**src/rtl/reg_scoreboard_ctrl.sv**
```systemverilog
// reg_scoreboard_ctrl
//   Issue-hazard scoreboard between decode and the execute bus. Each
//   architectural register has a small counter of writes that have been issued
//   but not yet retired. Decode may issue when its sources have no pending
//   writes, its destination counter has headroom, and execute is not busy.
//   Writeback retires one pending write per cycle.
//
// Ports
//   clk, reset_n           clock, asynchronous active-low reset
//   issue_valid            decode presents an instruction
//   issue_src_a/_used      first source ID and its participation flag
//   issue_src_b/_used      second source ID and its participation flag
//   issue_dst/_used        destination ID and its write flag
//   exec_busy              execute bus cannot accept
//   issue_ready            combinational issue permission
//   wb_valid, wb_reg       writeback retires one write to wb_reg
//   flush                  synchronous clear of all write tracking
//   busy_mask              registered, bit r set while register r has pending writes
//   inflight               registered total of pending writes
//   stall_cycles           saturating count of issue_valid && !issue_ready cycles
//   wb_underflow           sticky: writeback seen for a register with nothing pending
module reg_scoreboard_ctrl #(
    parameter int NUM_REGS = 16,
    parameter int REG_W    = 4,
    parameter int CNT_W    = 2,
    parameter int STALL_W  = 32
) (
    input  logic                   clk,
    input  logic                   reset_n,
    input  logic                   issue_valid,
    input  logic [REG_W-1:0]       issue_src_a,
    input  logic                   issue_src_a_used,
    input  logic [REG_W-1:0]       issue_src_b,
    input  logic                   issue_src_b_used,
    input  logic [REG_W-1:0]       issue_dst,
    input  logic                   issue_dst_used,
    input  logic                   exec_busy,
    output logic                   issue_ready,
    input  logic                   wb_valid,
    input  logic [REG_W-1:0]       wb_reg,
    input  logic                   flush,
    output logic [NUM_REGS-1:0]    busy_mask,
    output logic [REG_W+CNT_W-1:0] inflight,
    output logic [STALL_W-1:0]     stall_cycles,
    output logic                   wb_underflow
);

    localparam logic [CNT_W-1:0] CNT_MAX = '1;

    logic [CNT_W-1:0]       cnt     [NUM_REGS];
    logic [CNT_W-1:0]       cnt_nxt [NUM_REGS];
    logic [NUM_REGS-1:0]    busy_nxt;
    logic [REG_W+CNT_W-1:0] inflight_nxt;

    logic src_a_hz, src_b_hz, dst_full;
    logic fire, inc_any, wb_hit, wb_ok, wb_under;

    // IDs beyond the tracked range read as clean and are never updated.
    function automatic logic id_ok(input logic [REG_W-1:0] id);
        return int'(id) < NUM_REGS;
    endfunction

    // Hazard check: reads only registered counters, so a writeback in this
    // cycle cannot release a stall until the next cycle.
    always_comb begin
        src_a_hz    = issue_src_a_used && id_ok(issue_src_a) && (cnt[issue_src_a] != '0);
        src_b_hz    = issue_src_b_used && id_ok(issue_src_b) && (cnt[issue_src_b] != '0);
        dst_full    = issue_dst_used   && id_ok(issue_dst)   && (cnt[issue_dst] == CNT_MAX);
        issue_ready = !exec_busy && !src_a_hz && !src_b_hz && !dst_full;
    end

    // Next-state counters. Increment and decrement on the same register cancel.
    // Flush discards both this cycle's issue and writeback.
    always_comb begin
        fire     = issue_valid && issue_ready;
        inc_any  = fire && issue_dst_used && id_ok(issue_dst);
        wb_hit   = wb_valid && id_ok(wb_reg);
        wb_ok    = wb_hit && (cnt[wb_reg] != '0);
        wb_under = wb_hit && (cnt[wb_reg] == '0) && !flush;
        busy_nxt = '0;
        for (int r = 0; r < NUM_REGS; r++) begin
            cnt_nxt[r] = cnt[r];
            if (flush) begin
                cnt_nxt[r] = '0;
            end else if (inc_any && issue_dst == REG_W'(r) && !(wb_ok && wb_reg == REG_W'(r))) begin
                cnt_nxt[r] = cnt[r] + CNT_W'(1);
            end else if (wb_ok && wb_reg == REG_W'(r) && !(inc_any && issue_dst == REG_W'(r))) begin
                cnt_nxt[r] = cnt[r] - CNT_W'(1);
            end
            busy_nxt[r] = (cnt_nxt[r] != '0);
        end
        inflight_nxt = inflight;
        if (flush) begin
            inflight_nxt = '0;
        end else if (inc_any && !wb_ok) begin
            inflight_nxt = inflight + 1'b1;
        end else if (wb_ok && !inc_any) begin
            inflight_nxt = inflight - 1'b1;
        end
    end

    always_ff @(posedge clk or negedge reset_n) begin
        if (!reset_n) begin
            for (int r = 0; r < NUM_REGS; r++) begin
                cnt[r] <= '0;
            end
            busy_mask    <= '0;
            inflight     <= '0;
            stall_cycles <= '0;
            wb_underflow <= 1'b0;
        end else begin
            for (int r = 0; r < NUM_REGS; r++) begin
                cnt[r] <= cnt_nxt[r];
            end
            busy_mask <= busy_nxt;
            inflight  <= inflight_nxt;
            // Stall counter survives flush; it is a performance statistic.
            if (issue_valid && !issue_ready && (stall_cycles != '1)) begin
                stall_cycles <= stall_cycles + 1'b1;
            end
            if (wb_under) begin
                wb_underflow <= 1'b1;
            end
        end
    end

endmodule

```
**config.mk**
```make
export PLATFORM = sky130hd
export DESIGN_NAME = reg_scoreboard_ctrl
export DESIGN_NICKNAME = d
export VERILOG_FILES = /design/src/rtl/reg_scoreboard_ctrl.sv
export SDC_FILE = /design/constraint.sdc
export NUM_CORES = 1
export LEC_CHECK = 0
export ABC_AREA = 1
export BUFFER_PORTS_ARGS = -buffer_cell sky130_fd_sc_hd__buf_2
export CAP_MARGIN = 40
export CORE_ASPECT_RATIO = 2
export CORE_MARGIN = 3
export CORE_UTILIZATION = 60
export DETAILED_ROUTE_END_ITERATION = 6
export PLACE_DENSITY = 0.82
export SLEW_MARGIN = 15
export SYNTH_ARGS = -nofsm -noshare
export SYNTH_HDL_FRONTEND = slang
export SYNTH_SLANG_ARGS = --single-unit
```
**constraint.sdc**
```tcl
create_clock -name clk -period 7.4 [get_ports clk]
set_input_delay 0.37 -clock clk [delete_from_list [all_inputs] [get_ports clk]]
set_output_delay 0.37 -clock clk [all_outputs]
set_load 0.05 [all_outputs]
```
==> results of run 1 <==
-- through the flow --
step | util | total power [mW] | hold WS [ns] | cell area [µm²]
2_1_floorplan | - | 0.868 | 0.0744 | 6560
3_3_place_gp | 0.660 | 0.974 | 0.336 | 7000
3_5_place_dp | 0.660 | 0.978 | 0.340 | 7000
4_1_cts | 0.688 | 1.42 | 0.318 | 7300
5_1_grt | 0.688 | 1.48 | 0.336 | 7300
6_report | 0.688 | 1.41 | 0.322 | 7300
-- registers in the layout, summed over array words and instances, names as in the netlist --
| signal | flops |
|---|---|
| busy_mask | 16 |
| cnt | 32 |
| inflight | 6 |
| stall_cycles | 32 |
| wb_underflow | 1 |
-- cells by family after synthesis --
logic type / Yosys count / synth area share
flops: 87 / 0.332
fa+ha+maj: 6 / 0.0126
compound gates: 42 / 0.0349
buf+inv: 171 / 0.109
simple gates: 666 / 0.453
xor+xnor: 44 / 0.0588
-- final cells by class --
class / instances / area [µm²]
Inverter: 152 / 571
Timing Repair Buffer: 83 / 428
Fill cell: 993 / 3310
Sequential cell: 87 / 2180
Tap cell: 137 / 171
Clock inverter: 5 / 41.3
Multi-Input combinational cell: 758 / 3670
Clock buffer: 11 / 243
-- cell usage after synthesis (all sizes together) --
cell type	instances	area share
clkinv	2	0.0011
buf	14	0.019
nand4	38	0.036
or2	11	0.010
xnor2	9	0.012
xor2	35	0.047
nor4	6	0.0057
o22ai	9	0.0086
dfrtp	87	0.33
o21a	1	0.0011
o21bai	2	0.0023
nand3	83	0.071
and2	1	0.00095
inv	150	0.086
nor2	126	0.089
fa	1	0.0031
o21ai	25	0.019
ha	5	0.0095
nand2	382	0.22
clkbuf	5	0.0029
nor3	19	0.018
a21oi	5	0.0038
-- worst max-delay path: cells and delay by family (launching register included) --
family,cells,cell delay (ns)
AO/OA/AOI/OAI,2,0.29
adder cells (fa/ha/maj),1,0.41
flip-flops,1,0.43
AND/OR/NAND/NOR,18,2.89
-- worst max path at each step --
| stage | start | endpoint | slack [ns] | depth (start not counted) |
|---|---|---|---|---|
| after floorplan | issue_src_a[0] | inflight[5] | 4.59 | 22 |
| after global placement | issue_dst[0] | inflight[5] | 3.32 | 23 |
| after detailed placement | issue_dst[0] | inflight[5] | 3.23 | 23 |
| after CTS | cnt[18] | inflight[5] | 3.30 | 21 |
| after global routing | cnt[6] | inflight[5] | 2.87 | 21 |
| final | cnt[6] | inflight[5] | 3.25 | 21 |
-- power by group --
group	switching, mW	internal, mW
Combinational	0.308	0.106
Sequential	0.0436	0.513
Clock	0.202	0.240
Total	0.554	0.859
-- cells in the final DEF (no fill, tap or decap), drive strengths merged --
cell type	synthesis	final
and2	1	1
nand3	83	83
xor2	35	35
nand4	38	38
nor3	19	19
clkbuf	5	11
a21oi	5	5
or2	11	11
nor2	126	126
dlygate4sd3	0	1
nor4	6	6
fa	1	1
nand2	382	382
o22ai	9	9
inv	150	151
clkinv	2	4
xnor2	9	9
o21a	1	1
clkinvlp	0	2
ha	5	5
buf	14	82
o21ai	25	25
dfrtp	87	87
o21bai	2	2
-- layer usage --
metal / track usage / part of all wire / up-vias
met5: 0 / 0 / -
met4: 0.244 / 0.075 / 0
met3: 0.0516 / 0.051 / 96
met2: 0.620 / 0.54 / 281
met1: 0.334 / 0.33 / 3111
li1: - / - / 3304
-- repair_timing --
item / in CTS / in global routing
buffers inserted: 0 / 0
hold endpoints to repair: 33 / 0
hold buffers: 1 / 0
==> metrics.txt, run 1 <==
status=finished clean; Setup Slack @ Placement=3.23 ns; share of cells above drive strength 1=0.142; overall die height=154 µm; crit-path cells=nor2_1 > nand2_1 > nand2_1 > nand2_1 > nand3_1 > nand3_1 > nand3_1 > nand2_1 > nor2_4 > nand2_2 > nor2_4 > nand2_1 > ha_1 > a21oi_1 > and2_1 > nor2_1 > o21a_1 > nor2_1 > nand3_1 > nand3_1 > nand2_1; Final Skew=0.0122 ns; starting density of the core=0.618; Final min period=4.15 ns; clock sink count=87; fin crit share=0.561; worst reg-to-reg setup slack=3.25 ns; final wirelength=20100 µm; pwr dens=194 mW/mm²; I/O Pins=81; sequential-to-total area share from yosys stat=0.332; average size of a mapped cell=6.46 µm²; dpl cells=1216; Clock Tree Root=clkbuf_16; hold_sp=wb_valid; global-route wire length before repair=32200 µm; htree depth=3; largest net degree at the start of global routing=55; final setup fails=0; post-synthesis cell count=1016; critical path type=reg2reg; FF+latch count, synth=87; post-synthesis to final-layout area growth=11.3%; CTS Buffer Depth=2; antenna violations before repair=0; vias in the first global route=6635; TritonCTS Buffers=9; DR vias=6792; CTS tree=done; total core area=0.0106 mm²; Chip Width=79.9 µm; Required @ worst endpoint=7.62 ns; Skew-Pair Late Insertion Delay=0.35 ns; Remaining Overflow, GRT=0; die area=0.0123 mm²; Peak VDD IR=0.000309 V; drt via density=5.51; Post-Layout Cell Count=1233; PortBufs=80; Worst Hold End=wb_underflow; hpwl dp=15500 µm; Hold Crit Class=in2reg; Reg-to-Reg Start=cnt[6]; GR Util All Layers=0.340; max-slew violations=0; CP max stage delay=0.52 ns; setup TNS=0 ns; crit-path max FO=22; Pre-antenna DRT Iters=5; synthesized area=0.00656 mm²; Final Hold Viols=0; actual slew at the worst max-slew pin=0.829 ns; 1st-iter DRT viols=478; RSZ-0062 raised after global routing=no; Pleak=4.18 nW; most used cell, CP=nand2_1; CP Data Arrival Time=4.38 ns; synth warn=0; n_diodes=0; FMAX=241 MHz; Final WS setup=3.25 ns; CP Launch Type=register; Nets=1122; worst flop-to-flop path endpoint=inflight[5]; post-synthesis cell type count=35; CP Capture Type=register; Post-Syn Nets=1047; Avg WL per Cell=16.3 µm; hold depth=3; Worst-path clk slew=0.07 ns; Slew headroom=0.442; gpl congestion=1.01; Site Rows=53; Final ANT Viol Nets=0; Worst R2R Path Depth=21; Slowest-stage cell, CP=nor2_4; cts repair resizes=0; Remaining DRCs=0; max cap viols=0
Note: power is estimated with default switching activity, not from simulation.
==> run 2: changes to the inputs <==
--- a/config.mk
+++ b/config.mk
@@ -5,14 +5,14 @@
 export SDC_FILE = /design/constraint.sdc
 export NUM_CORES = 1
 export LEC_CHECK = 0
-export ABC_AREA = 1
+export ABC_AREA = 0
 export BUFFER_PORTS_ARGS = -buffer_cell sky130_fd_sc_hd__buf_2
 export CAP_MARGIN = 40
 export CORE_ASPECT_RATIO = 2
 export CORE_MARGIN = 3
-export CORE_UTILIZATION = 60
+export CORE_UTILIZATION = 58
 export DETAILED_ROUTE_END_ITERATION = 6
-export PLACE_DENSITY = 0.82
+export PLACE_DENSITY = 0.81
 export SLEW_MARGIN = 15
 export SYNTH_ARGS = -nofsm -noshare
 export SYNTH_HDL_FRONTEND = slang
==> constraint.sdc (replaced) <==
create_clock -name clk -period 4.1 [get_ports clk]
set_input_delay 0.205 -clock clk [delete_from_list [all_inputs] [get_ports clk]]
set_output_delay 0.205 -clock clk [all_outputs]
set_load 0.05 [all_outputs]
==> metrics.txt, run 2 <==
status=finished clean; pwr dens=348 mW/mm² (+80%); Pleak=2.74 nW (-34%); Remaining Overflow, GRT=0 (unchanged); clock sink count=87 (unchanged); Top FF cell, synth=dfrtp_1; most common cell after layout, fill and taps aside=dfrtp_1; Hold Crit Class=in2reg; actual slew at the worst max-slew pin=0.786 ns (-0.0433 ns); Skew-Pair Late Insertion Delay=0.34 ns (about the same); worst reg-to-reg setup slack=0.53 ns (-2.72 ns); Post-Syn Nets=554 (-47%); Chip Width=73.4 µm (-8.2%); Worst Hold End=wb_underflow; global-route wire length before repair=22300 µm (-31%); antenna violations before repair=0 (unchanged); critical path type=reg2reg; TritonCTS Buffers=9 (unchanged); fin crit share=0.872 (+0.311); Post-synth ARST share=1.00 (unchanged); Final ANT Viol Nets=0 (unchanged); most frequent cells in the layout=dfrtp_1, buf_2, nor2_1, xnor2_1, nand4_1; synthesized area=0.00527 mm² (-20%); setup TNS=0 ns (unchanged); Reg-to-Reg Start=cnt[2]; Clock power frac=0.361 (+0.048); average size of a mapped cell=10.1 µm² (+56%); CP Launch Type=register; max cap viols=0 (unchanged); Worst-path clk slew=0.06 ns (about the same); RSZ-0062 raised after global routing=no; Avg WL per Cell=20.1 µm (+24%); Regs by FF count=cnt: 32 flops, stall_cycles: 32 flops, busy_mask: 16 flops; combinational power share=0.189 (-0.104); Seq pwr share=0.450 (+0.056); Final Skew=0.00993 ns (-0.00223 ns); htree depth=3 (unchanged); vias in the first global route=4566 (-31%); FMAX=280 MHz (+16%); post-synthesis to final-layout area growth=13.7%; max-slew violations=0 (unchanged); Sw Ratio=0.319 (-0.0727); Final Hold Viols=0 (unchanged); Required @ worst endpoint=4.33 ns (-3.29 ns); Slew headroom=0.475 (+0.0328); hold_sp=wb_valid; Pre-antenna DRT Iters=5 (unchanged); sequential-to-total area share from yosys stat=0.413 (+0.0816); 1st-iter DRT viols=402 (-16%); Post-synth EDFFs=0 (unchanged); Pint=1.42 mW (+65%); post-synth top area share=0.413 (+0.0816); GR Util All Layers=0.283 (-0.0569); CP Data Arrival Time=3.80 ns (-0.58 ns); overall die height=141 µm (-8.5%); worst flop-to-flop path endpoint=inflight[5]; CP Capture Type=register; Site Rows=48 (-9.4%); largest net degree at the start of global routing=58 (+5.5%); synth top area cells=dfrtp_1, xnor2_1, mux4_2, nor2_1, nand4_1; n_diodes=0 (unchanged); hpwl dp=10700 µm (-31%); starting density of the core=0.605 (-0.0136); final wirelength=14100 µm (-30%); I/O Pins=81 (unchanged); FF+latch count, synth=87 (unchanged); drt via density=6.38 (+16%); PortBufs=80 (unchanged); total core area=0.00871 mm² (-18%); post-synthesis cell type count=61 (+74%); final setup fails=0 (unchanged); crit-path cells=mux4_1 > mux2i_1 > o22ai_1 > a22oi_2 > and4_4 > inv_1 > ha_1 > a21o_1 > a21oi_1 > o21bai_1 > a21oi_1 > mux2i_1 > mux2_2; synth warn=0 (unchanged); hold depth=2 (-1); Peak VDD IR=0.000429 V (+39%); die area=0.0103 mm² (-16%); P_sw=0.666 mW (+20%); crit-path max FO=13 (-41%); Worst R2R Path Depth=13 (-38%); Nets=626 (-44%); Synth area leader=dfrtp_1; CTS tree=done; post-synthesis cell count=523 (-49%); share of cells above drive strength 1=0.218 (+0.0760); CP max stage delay=0.57 ns (+0.05 ns); top-count cell post-synth=dfrtp_1; gpl congestion=0.982 (-2.7%); Setup Fix Bufs, Post-CTS=0 (unchanged); Clock Tree Root=clkbuf_16; Slowest-stage cell, CP=mux4_1; DR vias=4463 (-34%); Remaining DRCs=0 (unchanged); Final min period=3.57 ns (-0.578 ns); CTS Buffer Depth=2 (unchanged); synth cell count leaders=dfrtp_1, nor2_1, xnor2_1; hold_ws=0.166 ns (-0.156 ns)
[run 2: cell types whose count changed after synthesis, sizes merged, moves of 10 or more]
cell   change
nand3     -61
nor2      -67
a21oi     +25
inv      -132
mux4      +18
xor2      -25
xnor2     +40
nand2    -358
nor3      -10
o21ai     -15
and3      +13
[run 2: worst max path at each step]
stage | from | to | slack, ns | depth (start not counted)
after floorplan | cnt[29] | inflight[5] | 0.79 | 14
after global placement | issue_dst[0] | inflight[5] | 0.52 | 14
after detailed placement | issue_dst[0] | inflight[5] | 0.43 | 14
after CTS | cnt[2] | inflight[5] | 0.54 | 13
after global routing | cnt[15] | inflight[5] | 0.33 | 13
final | cnt[2] | inflight[5] | 0.53 | 13
[run 2: routing by layer]
| layer | global-route usage | vias to the layer above | part of all wire |
|---|---|---|---|
| li1 | - | 2036 | - |
| met1 | 0.305 | 2186 | 0.35 |
| met2 | 0.495 | 186 | 0.53 |
| met3 | 0.0400 | 55 | 0.051 |
| met4 | 0.190 | 0 | 0.065 |
| met5 | 0 | - | 0 |
[run 2: power by group through the flow]
stage / Combinational [mW] / Sequential (mW) / Clock [mW]
2_1_floorplan: 0.157 / 1.07 / 0
3_3_place_gp: 0.383 / 0.951 / 0
3_5_place_dp: 0.396 / 0.955 / 0
4_1_cts: 0.397 / 0.940 / 0.765
5_1_grt: 0.422 / 0.946 / 0.788
6_report: 0.395 / 0.939 / 0.752
[run 2: stage by stage]
| stage | instance area (µm²) | std cells | total power, mW | util | worst slack [ns] |
|---|---|---|---|---|---|
| after floorplan | 5270 | 523 | 1.23 | - | 0.791 |
| after global placement | 5700 | 682 | 1.33 | 0.655 | 0.519 |
| after detailed placement | 5710 | 683 | 1.35 | 0.656 | 0.428 |
| after CTS | 5990 | 700 | 2.10 | 0.688 | 0.535 |
| after global routing | 5990 | 700 | 2.16 | 0.688 | 0.328 |
| final | 5990 | 700 | 2.09 | 0.688 | 0.525 |
[run 2: final cells by class]
class,instances,area (µm²)
multi-input combinational,391,2890
fill,697,2720
sequential,87,2180
timing repair buffer,88,465
clock buffer,11,233
tap,100,125
inverter,18,67.6
clock inverter,5,33.8
[run 2: repair_timing]
item,in CTS,in global routing
endpoints found under the hold margin,43,0
hold buffers,1,0
resized for setup,0,0
[run 2: cells by family after synthesis]
group,synth area share
buf+inv,0.0399
flops,0.413
fa+ha+maj,0.0157
mux,0.0958
simple gates,0.210
compound gates,0.118
xor+xnor,0.107
[run 2: critical path: cells and delay by family (launching register included)]
| kind | cells | cell delay [ns] |
|---|---|---|
| compound gates | 6 | 0.99 |
| buf+inv | 1 | 0.11 |
| flops | 1 | 0.45 |
| mux | 4 | 1.30 |
| simple gates | 1 | 0.32 |
| fa+ha+maj | 1 | 0.28 |
